**src/rtl/adder3_operand_loader.sv**
```systemverilog
// adder3_operand_loader: button-sequenced operand loader and result capture around a 3-bit adder
//   Optional feature macro: SIGNED_OVF_EN (signed overflow flag; ovf tied to 0 when undefined)
//   clk, rst       : clock, synchronous active-high reset
//   btn_load       : raw bouncy push button
//   sw, cin_sw     : operand switches and carry-in switch
//   S, C_out       : combinational adder outputs
//   A, B, C_in     : registered adder operands
//   result, result_valid, ovf : captured {C_out,S}, its valid flag, signed overflow
//   state_o        : FSM state for LEDs
module adder3_operand_loader #(
   parameter int DEBOUNCE_CYCLES = 1_000_000
) (
   input  logic       clk,
   input  logic       rst,
   input  logic       btn_load,
   input  logic [2:0] sw,
   input  logic       cin_sw,
   input  logic [2:0] S,
   input  logic       C_out,
   output logic [2:0] A,
   output logic [2:0] B,
   output logic       C_in,
   output logic [3:0] result,
   output logic       result_valid,
   output logic       ovf,
   output logic [1:0] state_o
);
   localparam int CNT_W = $clog2(DEBOUNCE_CYCLES + 1);
   typedef enum logic [1:0] {LOAD_A = 2'd0, LOAD_B = 2'd1, ADD = 2'd2, SHOW = 2'd3} state_t;
   state_t           state_q;
   logic [1:0]       sync_q;
   logic [CNT_W-1:0] cnt_q;
   logic             deb_q, deb_prev_q, press_q;
   logic [2:0]       a_q, b_q;
   logic             c_q, valid_q, ovf_q, ovf_calc;
   logic [3:0]       result_q;
`ifdef SIGNED_OVF_EN
   assign ovf_calc = (a_q[2] == b_q[2]) && (S[2] != a_q[2]);
`else
   assign ovf_calc = 1'b0;
`endif
   // Debounced level flips only after DEBOUNCE_CYCLES consecutive disagreeing samples;
   // press is registered one cycle after the rising flip.
   always_ff @(posedge clk) begin
      if (rst) begin
         sync_q     <= '0;
         cnt_q      <= '0;
         deb_q      <= 1'b0;
         deb_prev_q <= 1'b0;
         press_q    <= 1'b0;
      end else begin
         sync_q     <= {sync_q[0], btn_load};
         deb_prev_q <= deb_q;
         press_q    <= deb_q & ~deb_prev_q;
         if (sync_q[1] == deb_q) begin
            cnt_q <= '0;
         end else if (cnt_q == CNT_W'(DEBOUNCE_CYCLES - 1)) begin
            cnt_q <= '0;
            deb_q <= sync_q[1];
         end else begin
            cnt_q <= cnt_q + 1'b1;
         end
      end
   end
   always_ff @(posedge clk) begin
      if (rst) begin
         state_q  <= LOAD_A;
         a_q      <= '0;
         b_q      <= '0;
         c_q      <= 1'b0;
         result_q <= '0;
         valid_q  <= 1'b0;
         ovf_q    <= 1'b0;
      end else begin
         case (state_q)
            LOAD_A: if (press_q) begin
               a_q     <= sw;
               state_q <= LOAD_B;
            end
            LOAD_B: if (press_q) begin
               b_q     <= sw;
               c_q     <= cin_sw;
               state_q <= ADD;
            end
            ADD: begin
               result_q <= {C_out, S};
               valid_q  <= 1'b1;
               ovf_q    <= ovf_calc;
               state_q  <= SHOW;
            end
            default: if (press_q) begin
               valid_q <= 1'b0;
               ovf_q   <= 1'b0;
               state_q <= LOAD_A;
            end
         endcase
      end
   end
   assign A            = a_q;
   assign B            = b_q;
   assign C_in         = c_q;
   assign result       = result_q;
   assign result_valid = valid_q;
   assign ovf          = ovf_q;
   assign state_o      = state_q;
endmodule

```
**config.mk**
```make
export PLATFORM = sky130hd
export DESIGN_NAME = adder3_operand_loader
export DESIGN_NICKNAME = d
export VERILOG_FILES = /design/src/rtl/adder3_operand_loader.sv
export SDC_FILE = /design/constraint.sdc
export NUM_CORES = 1
export LEC_CHECK = 0
export BUFFER_PORTS_ARGS = -buffer_cell sky130_fd_sc_hd__buf_2
export CAP_MARGIN = 20
export CORE_MARGIN = 10
export CORE_UTILIZATION = 58
export CTS_BUF_LIST = sky130_fd_sc_hd__clkbuf_8
export CTS_CLUSTER_SIZE = 30
export DETAILED_ROUTE_END_ITERATION = 10
export PLACE_DENSITY = 0.81
export SLEW_MARGIN = 20
export SYNTH_ARGS = -nofsm -noshare
export SYNTH_HDL_FRONTEND = slang
export SYNTH_SLANG_ARGS = --single-unit
```
**constraint.sdc**
```tcl
create_clock -name clk -period 1.9 [get_ports clk]
set_input_delay 0.38 -clock clk [delete_from_list [all_inputs] [get_ports clk]]
set_output_delay 0.38 -clock clk [all_outputs]
set_load 0.05 [all_outputs]
```
# ---- Word-level counts from Yosys, hierarchy flattened
# Cells that the tools add are included.
dict set report word_totals {
  inputBits 11
  register_bits 40
  latchBits 0
  ramBits 0
  mem_count 0
  wordCells 39
  mem_bits_ro 0
}
dict set report op_classes {
  n_mux 7
  bitwise_logic 4
  n_reduce_logical 9
  add_sub_neg 1
  n_lt_le_gt_ge 0
  multipliers 0
  shift 0
  div 0
  n_eq_ne 6
}
# op n
set op_table {}
lappend op_table {{20-bit by 1-bit adder with 20-bit output, second input constant} 1}
lappend op_table {{20-bit equality test, second input constant} 1}
lappend op_table {{2-bit AND reduction} 4}
lappend op_table {{2-bit two-way mux} 3}
lappend op_table {{2-bit one-hot mux with 3 select lines} 1}
lappend op_table {{2-bit != test, second input constant} 2}
lappend op_table {{1-bit one-hot mux with 2 select lines} 2}
lappend op_table {{1-bit NOT} 3}
lappend op_table {{3-bit AND reduction} 1}
lappend op_table {{3-bit OR reduction} 1}
lappend op_table {{2-bit by 1-bit equality test with 1-bit output, second input constant} 1}
lappend op_table {{2-bit equality test, second input constant} 1}
lappend op_table {{2-bit zero test} 1}
lappend op_table {{2-bit nonzero test} 1}
lappend op_table {{2-bit OR reduction} 1}
lappend op_table {{1-bit AND} 1}
lappend op_table {{1-bit equality test} 1}
lappend op_table {{1-bit two-way mux} 1}

# ---- Depth between registers and ports, before layout
# Gate-level depths: netlist of the first run.
dict set report logic_depth {
  depth_word 4
  depth_mapped 6
  depth_no_buf 6
}

# ---- Worst setup path after synthesis of the first run
# OpenSTA, ideal clock, no wires.
dict set report synth_timing {
  kind {register to register}
  startpoint {register state_q[0], in the netlist state_o[0]}
  endpoint {register state_q[0], in the netlist state_o[0]}
  t_arrival_ps 1830
  n_path_buf 0
  slack_ps -1
  required_ps 1829
  synth_period_minus_slack_ps 1901
  path_stages_with_launch 7
  path_cell_list {dfxtp_1 inv_1 ha_1 nor2_1 a21oi_1 or3_1 a21oi_1}
}
dict set report synth_via {
  elab_chain_len 3
  word_cells_on_any_way 8
  classes_between {eq/ne (4); mux (1); reduce/logical (3)}
}
# item line
set synth_rtl {}
lappend synth_rtl {{start: declaration} 30} ;# state_t state_q;
lappend synth_rtl {{start signal: assignment} 67} ;# state_q <= LOAD_A;
lappend synth_rtl {{start signal: assignment} 78} ;# state_q <= LOAD_B;
lappend synth_rtl {{start signal: assignment} 83} ;# state_q <= ADD;
lappend synth_rtl {{2-bit by 1-bit equality test with 1-bit output, or another cell as far along} 75} ;# case (state_q)
lappend synth_rtl {{2-bit != test (no source line) / 2-bit nonzero test (equally long branches)} n/a}
lappend synth_rtl {{3-bit AND reduction (no source line)} n/a}
# Parallel ways exist; a longest one is shown, timed or not.
# A chain may end at the register's enable or synchronous reset.

# ---- Worst setup path in the final report of the first run
dict set report layout_timing {
  startpoint {register cnt_q[7]}
  endpoint {register cnt_q[17]}
}
dict set report layout_via {
  elab_chain_len 2
  word_cells_on_any_way 3
  classes_between {add/sub (1); eq/ne (1); reduce/logical (1)}
}
# item line
set layout_rtl {}
lappend layout_rtl {{start: declaration} 32} ;# logic [CNT_W-1:0] cnt_q;
lappend layout_rtl {{start signal: assignment} 61} ;# cnt_q <= cnt_q + 1'b1;
lappend layout_rtl {{parallel branches: the longest is 2 deep, another holds 20-bit by 1-bit adder with 20-bit output} n/a}
# Parallel ways; which one is timed is not known.

==> results of run 1 <==
-- routing by layer --
metal,share of wire,up-vias
met5,0,-
met4,0.011,0
met3,0.058,5
met2,0.50,33
met1,0.43,633
li1,-,706
-- cell families (layout without fill, tap and decap cells) --
family | Yosys count | count (layout) | synth area share
muxes | 6 | 6 | 0.0357
AOI/OAI and AO/OA | 18 | 18 | 0.0648
DFF | 39 | 39 | 0.465
and+or+nand+nor | 90 | 90 | 0.283
xor gates and xnor gates | 15 | 15 | 0.0782
adders and majority gates | 5 | 5 | 0.0372
other | 1 | 1 | 0.00223
buffers and inverters | 14 | 45 | 0.0342
-- path summary, 6_finish.rpt --
check / end / depth (start not counted) / slack [ps] / from
hold / removal: sync_q[0]$_SDFF_PP0_ / 2 / 320 / btn_load
setup / recovery: cnt_q[17]$_SDFF_PP0_ / 4 / 120 / cnt_q[7]$_SDFF_PP0_
hold reg to reg: press_q$_SDFF_PP0_ / 1 / 390 / deb_prev_q$_SDFF_PP0_
setup reg to reg: cnt_q[17]$_SDFF_PP0_ / 4 / 120 / cnt_q[7]$_SDFF_PP0_
-- per-stage QoR --
step                area (um^2)  total power [mW]  instances  setup WS (ps)
detailed placement         1850             0.873        242            138
CTS                        1950              1.46        250            113
finish                     1950              1.45        250            122
global placement           1850             0.871        242            203
floorplan                  1680             0.858        188           17.6
global route               1950              1.49        250           36.9
-- layout make-up --
cell class / instances / area (um^2) / area share
repair buffers: 29 / 161 / 0.0826
flip-flops and latches: 39 / 782 / 0.400
multi-input cells: 135 / 842 / 0.431
clock inverters: 1 / 3.75 / 0.00192
well taps: 31 / 38.8 / 0.0198
clock buffers: 7 / 96.3 / 0.0493
inverters: 8 / 30.0 / 0.0154
-- flip-flops by register name (all words and copies together), names as in the netlist --
name / count
result: 4
B: 3
result_valid: 1
C_in: 1
sync_q: 2
press_q: 1
deb_prev_q: 1
deb_q: 1
cnt_q: 20
state_o: 2
A: 3
-- worst max-delay path, delay by kind of cell (launching register included) --
kind,cells,cell delay (ps)
flops,1,480
compound gates,1,150
simple gates,3,1080
-- synthesized netlist by cell type --
| cell type | number |
|---|---|
| dfxtp_1 | 39 |
| nor2_1 | 28 |
| nand2_1 | 16 |
| a21oi_1 | 13 |
| nand3_1 | 13 |
| xnor2_1 | 13 |
| inv_1 | 8 |
| mux2i_1 | 6 |
| nor3_1 | 6 |
| nor4_1 | 6 |
| ha_1 | 5 |
| nand4_1 | 4 |
| clkbuf_1 | 3 |
| o21ai_0 | 3 |
| or3_1 | 3 |
| nand2b_1 | 2 |
| nand3b_1 | 2 |
| nand4_4 | 2 |
| nor2b_1 | 2 |
| xor2_1 | 2 |
| a22oi_1 | 1 |
| and2_1 | 1 |
| and3_1 | 1 |
| buf_1 | 1 |
| buf_2 | 1 |
| buf_4 | 1 |
| conb_1 | 1 |
| nand4b_1 | 1 |
| nand4bb_1 | 1 |
| o31ai_4 | 1 |
| or4_1 | 1 |
| or4_4 | 1 |
-- what timing repair did --
| item | CTS | global route |
|---|---|---|
| resized for setup | 0 | 1 |
| hold buffers | 0 | 0 |
| endpoints found under the setup margin | 0 | 8 |
-- power by group through the flow --
stage	sequential [mW]	clock, mW	combinational [mW]
after floorplan	0.840	0	0.0184
after global placement	0.840	0	0.0308
after detailed placement	0.840	0	0.0325
after CTS	0.821	0.603	0.0326
after global routing	0.821	0.638	0.0357
final	0.821	0.592	0.0330
==> out/metrics.csv, run 1 <==
stage,metric,value,unit
timing,final max-slew violation count,0,
global_routing,vias in the first global route,1331,
pwr,Clk pwr share,0.409,
yosys,number of synthesized register bits,39,
global_routing,grt total ovfl,0,
drt,final wirelength,3.43,mm
pwr,Seq pwr share,0.568,
drt,drt drc,0,
timing,TNS Setup,0,ps
pwr,combinational power share,0.023,
cells_and_area,"commonest non-fill, non-tap cell in the layout",dfxtp_1,
global_routing,met1 Track Usage GR,0.146,
setup_path,crit path max fanout,8,
setup_path,Setup crit end kind,register,
yosys,Yosys Warn Count,0,
cts,H-tree Lvls,2,
global_routing,met2 Track Usage GR,0.217,
die,die area,0.00545,mm^2
pwr,Power Density,740,mW/mm^2
global_routing,largest net degree at the start of global routing,20,
placement,Port-buffer cells,24,
global_routing,GR Layer Usage met3,0.0377,
yosys,post-synth top area cell,dfxtp_1,
cells_and_area,fill count,216,
cts,TritonCTS clock tree,built,
setup_path,"Slowest-stage cell, CP",or4_4,
cts,total CTS buffers,5,
worst_hold_path,class of the worst hold path,in -> reg,
cells_and_area,# diodes,0,
drt,vias,1377,
yosys,Mapped Nets,204,
die,effective utilization at floorplan,0.609,
die,Die W,73.8,um
global_routing,gr busiest metal,met2,
pwr,switching share of power,0.199,
cts,root buffer cell,clkbuf_8,
yosys,synth top area cells,"dfxtp_1, xnor2_1, nor2_1",
pwr,Lkg Pwr,0.721,nW
cts,CTS Sinks,39,
cts,post-CTS repair timing setup buffer count,0,
setup_path,max incr delay on CP,570,ps
cells_and_area,"commonest cells after routing, fill and taps aside","dfxtp_1, nor2_1, buf_2",
cells_and_area,layout cells sized above 1,0.187,
yosys,"Avg Cell Area, Syn",8.94,um^2
die,Core Area,0.00276,mm^2
placement,dpl hpwl,2.61,mm
pwr,Switch Pwr,0.288,mW
die,I/O pin cnt,26,
setup_path,crit path launch type,register,
die,die height,73.8,um
timing,final setup vio count,0,
yosys,Unique masters post-synth,32,
global_routing,first-pass GRT wire length,5.66,mm
setup_path,Critical Path RT,2110,ps
timing,final hold viol count,0,
cells_and_area,Layout Utilization,0.709,
yosys,"Seq/Total Area, Yosys",0.465,
cts,worst skew pair latency,280,ps
timing,clock period minus final worst setup slack,1780,ps
timing,fmax,0.563,GHz
cts,Clock Tree Buf Depth,2,
setup_path,Crit Path Class,reg -> reg,
timing,fin crit share,0.936,
timing,WHS,320,ps
yosys,top cell type's share of synthesized area,0.465,
drt,Routed Antenna Nets,0,
global_routing,GRT Resource Usage Total,0.130,
timing,Final Skew,1.80,ps
timing,unrepaired setup endpoints after global routing,no,
drt,DRT Pass-1 Iters,5,
yosys,post-synthesis cell count,188,
pwr,VDD IR max,0.698,mV
cts,"Reg clk slew, reported paths",70,ps
yosys,area of the mapped netlist,0.00168,mm^2
drt,routed vias/inst,5.51,
die,row count,19,
setup_path,CP Data Arrival Time,1990,ps
pwr,Internal Power,1.16,mW
drt,Iter 0 DRT Violations,92,
placement,Placer Congestion,0.823,
status,outcome,"finished, final reports clean",
cells_and_area,"Area growth, synth to finish",16.3,%
setup_path,crit-path cells,"nand4_4, or4_4, or3_1, a21oi_1",
cells_and_area,Final #Nets,234,
job,MaxCap Viol Count,0,
drt,WL per Instance,13.7,um
global_routing,antenna violations before repair,0,
Power figures use the tool's default switching activity.
==> run 2: changes to the inputs <==
--- a/config.mk
+++ b/config.mk
@@ -14,5 +14,4 @@
 export DETAILED_ROUTE_END_ITERATION = 10
 export PLACE_DENSITY = 0.81
-export SLEW_MARGIN = 20
 export SYNTH_ARGS = -nofsm -noshare
 export SYNTH_HDL_FRONTEND = slang
==> constraint.sdc (replaced) <==
create_clock -name clk -period 1.9 [get_ports clk]
set_input_delay 0.19 -clock clk [delete_from_list [all_inputs] [get_ports clk]]
set_output_delay 0.19 -clock clk [all_outputs]
set_load 0.05 [all_outputs]
==> out/metrics.csv, run 2 (synthesis results as in run 1) <==
stage,metric,value,unit,change
cells_and_area,fill count,213,,-1.4%
cts,CTS Sinks,39,,unchanged
global_routing,GRT Resource Usage Total,0.136,,+0.00692
timing,Final Skew,4.46,ps,+2.66 ps
setup_path,crit path max fanout,8,,unchanged
cts,total CTS buffers,5,,unchanged
setup_path,crit path launch type,register,,
cells_and_area,# diodes,0,,unchanged
setup_path,Worst R2R Path Depth,4,,unchanged
setup_path,Critical Path RT,2120,ps,about the same
pwr,Lkg Pwr,0.711,nW,-1.4%
cts,Clock Tree Buf Depth,2,,unchanged
drt,routed vias/inst,5.57,,+1.1%
global_routing,vias in the first global route,1355,,+1.8%
placement,Inst Count DP,241,,-0.41%
worst_hold_path,WHS Endpoint,sync_q[0]$_SDFF_PP0_,,
drt,final wirelength,3.45,mm,+0.67%
global_routing,antenna violations before repair,0,,unchanged
drt,drt drc,0,,unchanged
cts,worst skew pair latency,290,ps,about the same
timing,fin crit share,0.913,,-0.0225
timing,final hold viol count,0,,unchanged
drt,WL per Instance,13.9,um,+1.1%
die,I/O pin cnt,26,,unchanged
die,Die W,73.8,um,unchanged
setup_path,CP startpoint,cnt_q[7]$_SDFF_PP0_,,
timing,clock period minus final worst setup slack,1730,ps,-42.7 ps
setup_path,Setup crit end kind,register,,
timing,TNS Setup,0,ps,unchanged
cells_and_area,layout cells sized above 1,0.179,,-0.00832
cells_and_area,final std cells w/o fill,249,,-0.40%
worst_hold_path,Hold Path Depth,2,,unchanged
worst_hold_path,class of the worst hold path,in -> reg,,
cts,post-CTS repair timing setup buffer count,0,,unchanged
timing,final setup vio count,0,,unchanged
drt,vias,1386,,+0.65%
die,Core Area,0.00276,mm^2,unchanged
cts,TritonCTS clock tree,built,,
cells_and_area,"Area growth, synth to finish",14.7,%,
timing,fmax,0.576,GHz,+2.5%
global_routing,first-pass GRT wire length,5.92,mm,+4.5%
timing,WHS,123,ps,-197 ps
timing,final max-slew violation count,0,,unchanged
pwr,VDD IR max,0.652,mV,-6.7%
placement,Port-buffer cells,24,,unchanged
setup_path,reg-to-reg endpoint,cnt_q[19]$_SDFF_PP0_,,
timing,unrepaired setup endpoints after global routing,no,,
status,outcome,"finished, final reports clean",,
cells_and_area,Final #Nets,233,,-0.43%
cells_and_area,"commonest cells after routing, fill and taps aside","dfxtp_1, nor2_1, buf_2",,
cells_and_area,"commonest non-fill, non-tap cell in the layout",dfxtp_1,,
setup_path,Crit Path Class,reg -> reg,,
job,MaxCap Viol Count,0,,unchanged
die,row count,19,,unchanged
cts,"Reg clk slew, reported paths",70,ps,about the same
pwr,total power draw,1.36,mW,-5.8%
placement,dpl hpwl,2.56,mm,-1.8%
drt,DRT Pass-1 Iters,4,,-1
drt,Iter 0 DRT Violations,84,,-8.7%
die,die area,0.00545,mm^2,unchanged
setup_path,worst reg2reg setup slack,170,ps,+40 ps
setup_path,R2R Path Start,cnt_q[7]$_SDFF_PP0_,,
global_routing,largest net degree at the start of global routing,21,,+5.0%
pwr,Power Density,707,mW/mm^2,-4.5%
cts,H-tree Lvls,2,,unchanged
cells_and_area,Reg with most FFs,cnt_q,,
setup_path,CP Data Arrival Time,1960,ps,-30 ps
placement,Placer Congestion,0.828,,+0.56%
cells_and_area,max FFs per register,20,,unchanged
cts,root buffer cell,clkbuf_8,,
global_routing,grt total ovfl,0,,unchanged
worst_hold_path,start point of the worst min-delay path,btn_load,,
die,effective utilization at floorplan,0.609,,unchanged
drt,Routed Antenna Nets,0,,unchanged
die,die height,73.8,um,unchanged
[run 2: changes by cell type in the layout (fill, tap and decap cells not counted)]
cell and delta:
clkinv_2 +1, buf_4 -1, inv_1 +1, clkbuf_8 -2
[run 2: how the worst max path moves through the flow]
| stage | cells after the start | end |
|---|---|---|
| after floorplan | 5 | state_o[0]$_SDFFE_PP0P_ |
| after global placement | 4 | cnt_q[17]$_SDFF_PP0_ |
| after detailed placement | 4 | cnt_q[17]$_SDFF_PP0_ |
| after CTS | 6 | cnt_q[13]$_SDFF_PP0_ |
| after global routing | 6 | cnt_q[13]$_SDFF_PP0_ |
| final | 4 | cnt_q[19]$_SDFF_PP0_ |
[run 2: repair_timing]
| item | CTS | global route |
|---|---|---|
| resized for setup | 0 | 1 |
| endpoints found under the setup margin | 0 | 11 |
| hold buffers | 0 | 0 |
[run 2: power by group]
| part | internal [mW] | switching [mW] | leakage [nW] |
|---|---|---|---|
| sequential | 0.820 | 0.00177 | 0.315 |
| combinational | 0.0120 | 0.0189 | 0.346 |
| clock | 0.246 | 0.265 | 0.0505 |
| total | 1.08 | 0.285 | 0.711 |
[run 2: cell type report]
type,count,area [um^2],share of cell area
flip-flops and latches,39,782,0.406
clock buffers,5,68.8,0.0357
repair buffers,28,154,0.0798
well taps,31,38.8,0.0201
clock inverters,3,12.5,0.00649
inverters,8,30.0,0.0156
multi-input cells,135,842,0.437
[run 2: metal layers]
| metal | vias to the layer above | GRT usage | routed length (um) |
|---|---|---|---|
| met5 | - | 0 | 0 |
| met4 | 0 | 0.0663 | 71 |
| met3 | 8 | 0.0592 | 222 |
| met2 | 40 | 0.221 | 1710 |
| met1 | 636 | 0.149 | 1450 |
| li1 | 702 | - | - |
[run 2: critical path: stages (launching register included)]
cell and delay (ps):
dfxtp_1 480, nand4_4 180, or4_4 560, or3_1 310
a21oi_1 130
[run 2: per-stage QoR]
step           setup WS [ps]  instance area (um^2)   util
6_report                 165                  1930  0.699
5_1_grt                 25.1                  1930  0.699
4_1_cts                  149                  1920  0.698
3_5_place_dp             180                  1840  0.668
3_3_place_gp             196                  1840  0.668
2_1_floorplan           17.6                  1680      -
==> run 3: changes to the inputs <==
- PLACE_DENSITY: 0.81 -> 0.87
==> out/metrics.csv, run 3 (synthesis results as in run 1) <==
stage,metric,value,unit,change
drt,Routed Antenna Nets,0,,unchanged
drt,DRT Pass-1 Iters,4,,unchanged
timing,fmax,0.578,GHz,+0.25%
cts,H-tree Lvls,2,,unchanged
global_routing,grt total ovfl,0,,unchanged
cts,"Reg clk slew, reported paths",70,ps,about the same
pwr,Lkg Pwr,0.714,nW,+0.35%
drt,Iter 0 DRT Violations,130,,+55%
placement,Inst Count DP,242,,+0.41%
cts,TritonCTS clock tree,built,,
timing,final max-slew violation count,0,,unchanged
worst_hold_path,class of the worst hold path,in -> reg,,
drt,WL per Instance,13.6,um,-1.8%
placement,Port-buffer cells,24,,unchanged
cts,Hold Buf Count CTS,0,,unchanged
timing,unrepaired setup endpoints after global routing,no,,
die,effective utilization at floorplan,0.609,,unchanged
pwr,Power Density,712,mW/mm^2,+0.73%
cells_and_area,Reg area,782,um^2,unchanged
setup_path,crit-path cells,"nand4_4, or4_4, or3_1, a21oi_1",,
cells_and_area,max FFs per register,20,,unchanged
cts,worst skew pair latency,290,ps,about the same
timing,final worst slack,169,ps,+4.35 ps
die,die height,73.8,um,unchanged
drt,routed vias/inst,5.54,,-0.54%
cts,total CTS buffers,5,,unchanged
die,I/O pin cnt,26,,unchanged
die,row count,19,,unchanged
pwr,VDD IR max,0.755,mV,+16%
die,Die W,73.8,um,unchanged
cells_and_area,# diodes,0,,unchanged
setup_path,Crit Path Class,reg -> reg,,
setup_path,CP Data Arrival Time,1960,ps,about the same
timing,fin crit share,0.911,,-0.00229
cells_and_area,fill count,220,,+3.3%
drt,drt drc,0,,unchanged
placement,dpl hpwl,2.55,mm,-0.27%
cts,Clock Tree Buf Depth,2,,unchanged
setup_path,Worst R2R Path Depth,4,,unchanged
setup_path,Setup crit end kind,register,,
cells_and_area,Reg with most FFs,cnt_q,,
placement,pre-CTS WS,186,ps,+5.23 ps
cells_and_area,Multi-input gate area,842,um^2,unchanged
worst_hold_path,Hold Path Depth,2,,unchanged
timing,TNS Setup,0,ps,unchanged
drt,final wirelength,3.41,mm,-1.4%
cells_and_area,layout cells sized above 1,0.183,,+0.00375
global_routing,vias in the first global route,1337,,-1.3%
timing,clock period minus final worst setup slack,1730,ps,-4.35 ps
setup_path,crit path max fanout,8,,unchanged
cts,root buffer cell,clkbuf_8,,
timing,Final Skew,5.78,ps,+1.33 ps
global_routing,largest net degree at the start of global routing,21,,unchanged
setup_path,"Slowest-stage cell, CP",or4_4,,
timing,final setup vio count,0,,unchanged
placement,Placer Congestion,0.839,,+1.3%
cts,CTS Sinks,39,,unchanged
setup_path,crit path launch type,register,,
status,outcome,"finished, final reports clean",,
setup_path,Critical Path RT,2130,ps,about the same
cells_and_area,"Area growth, synth to finish",15.0,%,
cells_and_area,final std cells w/o fill,250,,+0.40%
global_routing,GRT Resource Usage Total,0.132,,-0.00469
drt,vias,1384,,-0.14%
global_routing,first-pass GRT wire length,5.63,mm,-4.9%
cts,cts repair resizes,0,,unchanged
job,MaxCap Viol Count,0,,unchanged
cells_and_area,"commonest non-fill, non-tap cell in the layout",dfxtp_1,,
setup_path,max incr delay on CP,560,ps,about the same
cts,post-CTS repair timing setup buffer count,0,,unchanged
timing,final hold viol count,0,,unchanged
cells_and_area,Final #Nets,234,,+0.43%
die,die area,0.00545,mm^2,unchanged
cells_and_area,"commonest cells after routing, fill and taps aside","dfxtp_1, nor2_1, buf_2",,
global_routing,antenna violations before repair,0,,unchanged
timing,WHS,123,ps,+0.0770 ps
die,Core Area,0.00276,mm^2,unchanged
## run 3: changes by cell type in the layout (fill, tap and decap cells not counted), sizes merged
cell / delta
buf: +1
## run 3: worst paths after layout
| kind | slack, ps | startpoint | to |
|---|---|---|---|
| setup / recovery | 170 | cnt_q[7]$_SDFF_PP0_ | cnt_q[17]$_SDFF_PP0_ |
| hold / removal | 120 | btn_load | sync_q[0]$_SDFF_PP0_ |
| setup reg to reg | 170 | cnt_q[7]$_SDFF_PP0_ | cnt_q[17]$_SDFF_PP0_ |
| hold reg to reg | 400 | deb_prev_q$_SDFF_PP0_ | press_q$_SDFF_PP0_ |
## run 3: cell type report
cell class,instances,area share
Clock inverter,3,0.00648
Inverter,8,0.0155
Timing Repair Buffer,29,0.0816
Tap cell,31,0.0201
Multi-Input combinational cell,135,0.436
Clock buffer,5,0.0356
Sequential cell,39,0.405
## run 3: critical path, delay by kind of cell (launching register included)
kind	cells	cell delay, ps
compound gates	1	150
simple gates	3	1060
flops	1	460
## run 3: stage by stage
stage	utilization	total power [mW]	area, um^2
final	0.701	1.38	1930
after global routing	0.701	1.41	1930
after CTS	0.701	1.39	1930
after detailed placement	0.671	0.871	1850
after global placement	0.671	0.870	1850
after floorplan	-	0.858	1680
## run 3: per-layer routing
metal	track usage	wire [um]
met4	0.0766	70
met2	0.209	1610
met3	0.0579	259
met1	0.142	1470
met5	0	0
## run 3: power breakdown
part / switching [mW] / leakage, nW / internal [mW]
sequential: 0.00165 / 0.315 / 0.819
combinational: 0.0187 / 0.348 / 0.0123
clock: 0.277 / 0.0505 / 0.247
